==> src/rtl/wpu_stream_if.sv <==
// Stream bundle between the weight loader and the weight preprocessing unit.
// Loader side drives in_*, consumes out_*; the unit is the slave.
interface wpu_stream_if #(
  parameter int WEIGHT_W = 8,
  parameter int ROWS     = 8,
  parameter int COLS     = 8
);
  localparam int H      = WEIGHT_W / 2;
  localparam int RB     = $clog2(ROWS);
  localparam int ADDR_W = $clog2(ROWS * COLS);
  localparam int CCW    = $clog2(ROWS + 1);

  logic                in_valid;
  logic                in_ready;
  logic [WEIGHT_W-1:0] in_weight;
  logic [ADDR_W-1:0]   in_addr;

  logic                out_valid;
  logic                out_ready;
  logic [H:0]          out_reduced;
  logic [H-2:0]        out_comp;
  logic [RB-1:0]       out_comp_row;
  logic                out_comp_valid;
  logic [ADDR_W-1:0]   out_addr;
  logic                out_col_last;
  logic [CCW-1:0]      out_col_comp_cnt;

  modport slave (
    input  in_valid, in_weight, in_addr, out_ready,
    output in_ready, out_valid, out_reduced, out_comp,
    output out_comp_row, out_comp_valid, out_addr,
    output out_col_last, out_col_comp_cnt
  );

  modport master (
    output in_valid, in_weight, in_addr, out_ready,
    input  in_ready, out_valid, out_reduced, out_comp,
    input  out_comp_row, out_comp_valid, out_addr,
    input  out_col_last, out_col_comp_cnt
  );
endinterface

==> src/rtl/wpu_stream.sv <==
// Weight preprocessing unit: splits weights into a reduced weight plus an
// optional compensation term, tracking per-column and per-frame counts.
module wpu_stream #(
  parameter int WEIGHT_W = 8,
  parameter int ROWS     = 8,
  parameter int COLS     = 8
) (
  input  logic                          clk,
  input  logic                          rst,
  input  logic                          start,
  wpu_stream_if.slave                   bus,
  output logic [$clog2(ROWS*COLS+1)-1:0] comp_total,
  output logic                          busy,
  output logic                          frame_done
);
  localparam int H      = WEIGHT_W / 2;
  localparam int RB     = $clog2(ROWS);
  localparam int N      = ROWS * COLS;
  localparam int ADDR_W = $clog2(N);
  localparam int CCW    = $clog2(ROWS + 1);
  localparam int CTW    = $clog2(N + 1);
  localparam logic [CTW-1:0] LAST = CTW'(N - 1);
  localparam logic [RB-1:0]  LROW = RB'(ROWS - 1);

  typedef enum logic [1:0] {
    S_IDLE,
    S_LOAD,
    S_DRAIN
  } state_t;

  state_t r_state;
  state_t w_next;

  logic [CTW-1:0]    r_in_cnt;
  logic [CTW-1:0]    r_out_cnt;
  logic [CTW-1:0]    r_comp_total;
  logic [CCW-1:0]    r_col_cnt;
  logic              r_done;
  logic              r_out_valid;
  logic [H:0]        r_red;
  logic [H-2:0]      r_comp;
  logic [RB-1:0]     r_row;
  logic              r_cv;
  logic [ADDR_W-1:0] r_addr;
  logic              r_last;
  logic [CCW-1:0]    r_ccnt;

  logic [H-1:0] w_hi;
  logic         w_msr;
  logic         w_nm;
  logic         w_islast;
  logic         w_in_ready;
  logic         w_acc;
  logic         w_hs;
  logic         w_clr;
  logic         w_done;

  assign w_hi       = bus.in_weight[WEIGHT_W-1:H];
  assign w_msr      = (&w_hi) | ~(|w_hi);
  assign w_nm       = ~w_msr;
  assign w_islast   = (bus.in_addr[RB-1:0] == LROW);
  assign w_in_ready = (r_state == S_LOAD) & (~r_out_valid | bus.out_ready);
  assign w_acc      = bus.in_valid & w_in_ready;
  assign w_hs       = r_out_valid & bus.out_ready;
  assign w_clr      = (r_state == S_IDLE) & start;
  assign w_done     = (r_state == S_DRAIN) & w_hs & (r_out_cnt == LAST);

  always_comb begin
    w_next = r_state;
    unique case (r_state)
      S_IDLE:  if (start) w_next = S_LOAD;
      S_LOAD:  if (w_acc && r_in_cnt == LAST) w_next = S_DRAIN;
      S_DRAIN: if (w_done) w_next = S_IDLE;
      default: w_next = S_IDLE;
    endcase
  end

  always_ff @(posedge clk or posedge rst) begin
    if (rst) begin
      r_state      <= S_IDLE;
      r_in_cnt     <= '0;
      r_out_cnt    <= '0;
      r_comp_total <= '0;
      r_col_cnt    <= '0;
      r_done       <= 1'b0;
    end else begin
      r_state <= w_next;
      r_done  <= w_done;
      if (w_clr) begin
        r_in_cnt     <= '0;
        r_out_cnt    <= '0;
        r_comp_total <= '0;
        r_col_cnt    <= '0;
      end else begin
        if (w_acc) r_in_cnt <= r_in_cnt + CTW'(1);
        if (w_hs)  r_out_cnt <= r_out_cnt + CTW'(1);
        if (w_acc && w_nm) r_comp_total <= r_comp_total + CTW'(1);
        if (w_acc) begin
          if (w_islast) r_col_cnt <= '0;
          else          r_col_cnt <= r_col_cnt + CCW'(w_nm);
        end
      end
    end
  end

  // Single output register: a new beat loads only when the slot is free or
  // draining this cycle, so fields hold while stalled.
  always_ff @(posedge clk or posedge rst) begin
    if (rst) begin
      r_out_valid <= 1'b0;
      r_red       <= '0;
      r_comp      <= '0;
      r_row       <= '0;
      r_cv        <= 1'b0;
      r_addr      <= '0;
      r_last      <= 1'b0;
      r_ccnt      <= '0;
    end else if (w_acc) begin
      r_out_valid <= 1'b1;
      r_red  <= w_msr ? {1'b0, bus.in_weight[H:1]} : {1'b1, w_hi};
      r_comp <= w_msr ? '0 : bus.in_weight[H-1:1];
      r_row  <= w_msr ? '0 : bus.in_addr[RB-1:0];
      r_cv   <= w_nm;
      r_addr <= bus.in_addr;
      r_last <= w_islast;
      r_ccnt <= w_islast ? r_col_cnt + CCW'(w_nm) : '0;
    end else if (w_hs) begin
      r_out_valid <= 1'b0;
    end
  end

  assign bus.in_ready         = w_in_ready;
  assign bus.out_valid        = r_out_valid;
  assign bus.out_reduced      = r_red;
  assign bus.out_comp         = r_comp;
  assign bus.out_comp_row     = r_row;
  assign bus.out_comp_valid   = r_cv;
  assign bus.out_addr         = r_addr;
  assign bus.out_col_last     = r_last;
  assign bus.out_col_comp_cnt = r_ccnt;
  assign comp_total           = r_comp_total;
  assign busy                 = (r_state != S_IDLE);
  assign frame_done           = r_done;
endmodule

==> src/flat_wrapper.sv <==
// flat-port wrapper written by rule: the top's interface ports become plain ports
module wpu_stream_flat 
#(
  parameter int WEIGHT_W = 8,
  parameter int ROWS     = 8,
  parameter int COLS     = 8
)
  (clk, rst, start, comp_total, busy, frame_done, bus_in_valid, bus_in_weight, bus_in_addr, bus_out_ready, bus_in_ready, bus_out_valid, bus_out_reduced, bus_out_comp, bus_out_comp_row, bus_out_comp_valid, bus_out_addr, bus_out_col_last, bus_out_col_comp_cnt);
  wpu_stream_if #(.WEIGHT_W(WEIGHT_W), .ROWS(ROWS), .COLS(COLS)) bus_i ();
  input  logic clk;
  input  logic rst;
  input  logic start;
  output logic [$clog2(ROWS*COLS+1)-1:0] comp_total;
  output logic busy;
  output logic frame_done;
  input wire logic [$bits(bus_i.in_valid)-1:0] bus_in_valid;
  input wire logic [$bits(bus_i.in_weight)-1:0] bus_in_weight;
  input wire logic [$bits(bus_i.in_addr)-1:0] bus_in_addr;
  input wire logic [$bits(bus_i.out_ready)-1:0] bus_out_ready;
  output wire logic [$bits(bus_i.in_ready)-1:0] bus_in_ready;
  output wire logic [$bits(bus_i.out_valid)-1:0] bus_out_valid;
  output wire logic [$bits(bus_i.out_reduced)-1:0] bus_out_reduced;
  output wire logic [$bits(bus_i.out_comp)-1:0] bus_out_comp;
  output wire logic [$bits(bus_i.out_comp_row)-1:0] bus_out_comp_row;
  output wire logic [$bits(bus_i.out_comp_valid)-1:0] bus_out_comp_valid;
  output wire logic [$bits(bus_i.out_addr)-1:0] bus_out_addr;
  output wire logic [$bits(bus_i.out_col_last)-1:0] bus_out_col_last;
  output wire logic [$bits(bus_i.out_col_comp_cnt)-1:0] bus_out_col_comp_cnt;
  assign bus_i.in_valid = bus_in_valid;
  assign bus_i.in_weight = bus_in_weight;
  assign bus_i.in_addr = bus_in_addr;
  assign bus_i.out_ready = bus_out_ready;
  assign bus_in_ready = bus_i.in_ready;
  assign bus_out_valid = bus_i.out_valid;
  assign bus_out_reduced = bus_i.out_reduced;
  assign bus_out_comp = bus_i.out_comp;
  assign bus_out_comp_row = bus_i.out_comp_row;
  assign bus_out_comp_valid = bus_i.out_comp_valid;
  assign bus_out_addr = bus_i.out_addr;
  assign bus_out_col_last = bus_i.out_col_last;
  assign bus_out_col_comp_cnt = bus_i.out_col_comp_cnt;
  wpu_stream #(.WEIGHT_W(WEIGHT_W), .ROWS(ROWS), .COLS(COLS)) u_core (.clk(clk), .rst(rst), .start(start), .bus(bus_i), .comp_total(comp_total), .busy(busy), .frame_done(frame_done));
endmodule
==> config.mk <==
export PLATFORM = sky130hd
export DESIGN_NAME = wpu_stream_flat
export DESIGN_NICKNAME = d
export VERILOG_FILES = /design/src/rtl/wpu_stream_if.sv /design/src/rtl/wpu_stream.sv /design/src/flat_wrapper.sv
export SDC_FILE = /design/constraint.sdc
export NUM_CORES = 1
export LEC_CHECK = 0
export CAP_MARGIN = 10
export CORE_MARGIN = 5
export CORE_UTILIZATION = 49
export DETAILED_ROUTE_END_ITERATION = 6
export MAX_ROUTING_LAYER = met4
export PLACE_DENSITY = 0.83
export SLEW_MARGIN = 10
export SYNTH_ARGS = -nofsm -noshare
export SYNTH_HDL_FRONTEND = slang
export SYNTH_SLANG_ARGS = --single-unit
==> constraint.sdc <==
create_clock -name clk -period 2.26 [get_ports clk]
set_clock_uncertainty 0.2 [all_clocks]
set_input_delay 0.226 -clock clk [delete_from_list [all_inputs] [get_ports clk]]
set_output_delay 0.226 -clock clk [all_outputs]
set_load 0.03 [all_outputs]
==> results.txt <==
The HPWL reported at the end of detailed placement was 3842 um. The biggest area contributor in the post-synthesis netlist is sky130_fd_sc_hd__dfrtp_1. The logs give 235 for the number of cells produced by synthesis and 0 for the remaining antenna violation count. Routability-driven placement finished with a final weighted congestion of 0.8306. Counting I/O delays and the setup requirement, the final critical path takes 2.207 ns. By area the synthesized netlist is led by sky130_fd_sc_hd__dfrtp_1 (55%), sky130_fd_sc_hd__nand2_1 (8.5%), sky130_fd_sc_hd__nand3_1 (3.5%). Critical path start-end classification: in2reg. The slew at the pin closest to its max-slew limit is 0.4315 ns. STA classifies the critical path endpoint as a register. For this block, the via count after detailed routing is 1926.

The cell area that synthesis handed to floorplanning was 2301 um2. Of all nets on the critical path, the largest fanout is 2. Synthesis produced a netlist with a net count of 259. The design draws 2.832 mW. The tools report the startpoint kind of the worst setup timing path as an input pin.

During placement, the flow inserted port buffers numbering 51. The number of inserted diodes was 0. The tools report the final count of pins violating max slew as 0. The clock reaches the later pin of the worst-skew pair after 0.30 ns.

The share of post-route cells with drive strength above 1 is 8.503%, and the mean cell area of the mapped netlist is 9.791 um2. Buffers inserted to repair hold after CTS numbered 0. Measured against its own limit, the worst slew margin works out to 71.13%. The die covers 6166 um2. For this run, the top clock speed supported by timing is 0.4532 GHz. The starting utilization of the core area came out at 49.70%. 53 I/O pins were placed. In this run, placement finished with an instance count of 341. The count of placed standard cells in the final layout, fillers left out is 348, and the worst IR drop on VDD is 0.4674 mV. The wire length per cell works out to 15.51 um. For this block, the initial DRC count from the detailed router was 104.

Prevailing post-synth register cell: sky130_fd_sc_hd__dfrtp_1. The worst-case clock buffer depth was 2; the count of yosys warnings during synthesis was 0. The number of clock buffers added by TritonCTS is 5.

The tree built by TritonCTS fans out to 51 sinks. The library cells used most frequently in the layout, excluding fill and tap cells, are sky130_fd_sc_hd__nand2_1 (52), sky130_fd_sc_hd__dfrtp_1 (51), sky130_fd_sc_hd__clkdlybuf4s50_1 (50). Clock-pin slew was measured on the worst setup and hold paths at 0.09 ns.

The number of global-route vias before repair was 2044. The first detailed-routing pass took 4 iterations. Max capacitance violation total: 0.

The largest net degree at the start of global routing is 52. Combined global-route utilization of all metal layers: 19.63%. Mean number of vias per cell: 5.534.

The width of the die works out to 78.53 um. In the final design database the tool counted 318 nets. The total area inside the core boundary comes to 4629 um2. The flow ran to the end, and the final reports show no timing, DRC or antenna violations. The total DRC errors in the routed layout is 0, and the portion of the post-synthesis area used by sequential elements is 55.46%.

The tools report the total detailed-routing wirelength as 5397 um. Number of hold violations in the final report: 0. From bottom edge to top edge, the die measures 78.53 um. In the finished design, the share of the clock period the worst path needs comes to 97.63%. Layout overhead on the synthesized area: 33.33%. The tree is rooted in a sky130_fd_sc_hd__clkbuf_8. The count of endpoints failing setup in the final report was 0; the area share of the largest cell type after synthesis was 55.46%. Row generation in the floorplan step produced 25 rows. In this run the power density over the cells is 923.0 nW/um2.

Counting distinct cell types in the post-synthesis netlist gives 35. The clock tree synthesis step divided the H-tree into 2 levels. The run gives 2.21 ns as the worst path arrival time.

The number of antenna violations at the first check in global routing was 0. The wire length of the first global-routing pass came out at 9446 um. Counting flops with a built-in enable in the synthesized netlist gives 0. TritonCTS built the clock tree. After global routing the overflow that remains totals 0. At the worst endpoint, the required time is 2.27 ns. Setup repair after global routing could not meet its margin everywhere. Leaving out fill and tap cells, the most frequent cell in the layout is sky130_fd_sc_hd__nand2_1. In this run, synthesis produced a sequential element count of 51. The analysis attributes to cell leakage a power of 1.378 nW. The worst min-delay path class was in2async.

In the synthesized netlist the async set-or-reset flop fraction comes to 100.0%.
worst paths after layout:
path | endpoint | from | depth (start not counted) | slack, ns
worst max register to register | u_core.bus.out_comp_row[1]$_DFFE_PP0P_ | u_core.r_state[0]$_DFFE_PP0P_ | 5 | 0.24
min in group clk | u_core.bus.out_addr[5]$_DFFE_PP0P_ | bus_in_addr[5] | 3 | 0.25
worst min-delay path | u_core.bus.out_addr[4]$_DFFE_PP0P_ | rst | 3 | 0.07
worst min register to register | u_core.bus.out_col_comp_cnt[0]$_DFFE_PP0P_ | u_core.bus.out_col_comp_cnt[0]$_DFFE_PP0P_ | 2 | 0.27
worst max-delay path | u_core.bus.out_col_comp_cnt[2]$_DFFE_PP0P_ | bus_in_weight[6] | 9 | 0.05
max in group asynchronous | u_core.comp_total[4]$_DFFE_PP0P_ | rst | 3 | 1.55
Yosys cell counts (2+ instances only):
cell type,n
sky130_fd_sc_hd__inv_1,3
sky130_fd_sc_hd__or3_1,4
sky130_fd_sc_hd__xnor2_1,2
sky130_fd_sc_hd__o21ai_0,9
sky130_fd_sc_hd__nand3_1,16
sky130_fd_sc_hd__a21oi_1,11
sky130_fd_sc_hd__dfrtp_1,51
sky130_fd_sc_hd__nand2_1,52
sky130_fd_sc_hd__or3_4,2
sky130_fd_sc_hd__and3_1,3
sky130_fd_sc_hd__nand2b_1,3
sky130_fd_sc_hd__xor2_1,6
sky130_fd_sc_hd__or4_1,5
sky130_fd_sc_hd__clkbuf_1,6
sky130_fd_sc_hd__a22o_1,6
sky130_fd_sc_hd__a31oi_1,3
sky130_fd_sc_hd__nand4_1,7
sky130_fd_sc_hd__o31ai_1,6
sky130_fd_sc_hd__nor2_1,14
sky130_fd_sc_hd__and2_1,3
sky130_fd_sc_hd__nor3b_1,2
sky130_fd_sc_hd__buf_2,3
sky130_fd_sc_hd__ha_1,5
sky130_fd_sc_hd__nor2b_1,2
stage by stage:
step / cell area [um2] / worst slack (ns) / setup TNS (ns) / hold slack [ns] / utilization, %
2_1_floorplan: 2301 / 0.01302 / 0 / 0.1314 / -
3_3_place_gp: 2958 / -0.2185 / -0.4305 / 0.2522 / 63.89
3_5_place_dp: 2958 / -0.3587 / -0.7632 / 0.2567 / 63.89
4_1_cts: 3065 / 0.01167 / 0 / 0.09147 / 66.22
5_1_grt: 3068 / -0.02215 / -0.04203 / 0.1224 / 66.27
6_report: 3068 / 0.05349 / 0 / 0.07337 / 66.27
what timing repair did:
action                                  in CTS  in global routing
buffers inserted                             0                  0
pin swaps                                    0                  2
gates resized for setup                      1                  1
endpoints found under the setup margin       1                  3
area by class of cell:
| type | instances | area [um2] |
|---|---|---|
| Fill cell | 377 | 1562 |
| Clock inverter | 1 | 30.03 |
| Tap cell | 54 | 67.56 |
| Clock buffer | 6 | 72.57 |
| Sequential cell | 51 | 1276 |
| Multi-Input combinational cell | 170 | 969.7 |
| Inverter | 3 | 11.26 |
| Timing Repair Buffer | 63 | 640.6 |
report_power, final:
group          internal, mW  switching [mW]
combinational         0.407           0.498
sequential             1.12           0.196
clock                 0.325           0.287
total                  1.85           0.981
flip-flops by register name, indices dropped and copies added, names as in the netlist, 3 cells and up:
signal,flops
u_core.comp_total,7
u_core.r_in_cnt,7
u_core.r_out_cnt,7
u_core.bus.out_addr,6
u_core.bus.out_reduced,5
u_core.bus.out_col_comp_cnt,4
u_core.r_col_cnt,4
u_core.bus.out_comp,3
u_core.bus.out_comp_row,3
critical path, cell delays in order:
cell,delay [ns]
sky130_fd_sc_hd__clkdlybuf4s50_1,0.41
sky130_fd_sc_hd__or4_1,0.52
sky130_fd_sc_hd__nand2_1,0.10
sky130_fd_sc_hd__inv_1,0.07
sky130_fd_sc_hd__ha_1,0.20
sky130_fd_sc_hd__ha_1,0.19
sky130_fd_sc_hd__nand2b_1,0.15
sky130_fd_sc_hd__and2_1,0.17
sky130_fd_sc_hd__o31ai_2,0.18
cells by family (layout without fill, tap and decap cells):
family	after synthesis	after routing	share of synthesized area, %
fa+ha+maj	5	5	2.719
buf+inv	14	73	2.610
simple gates	118	118	25.29
mux	1	1	0.4350
flops	51	51	55.46
xor+xnor	8	8	3.045
compound gates	38	38	10.44
per-layer routing:
metal,up-vias,GRT usage (%),wire (um)
met4,0,4.895,51
met5,-,-,0
li1,933,-,-
met3,5,5.390,323
met1,934,24.08,2400
met2,54,32.26,2621
Power figures use the tool's default switching activity.
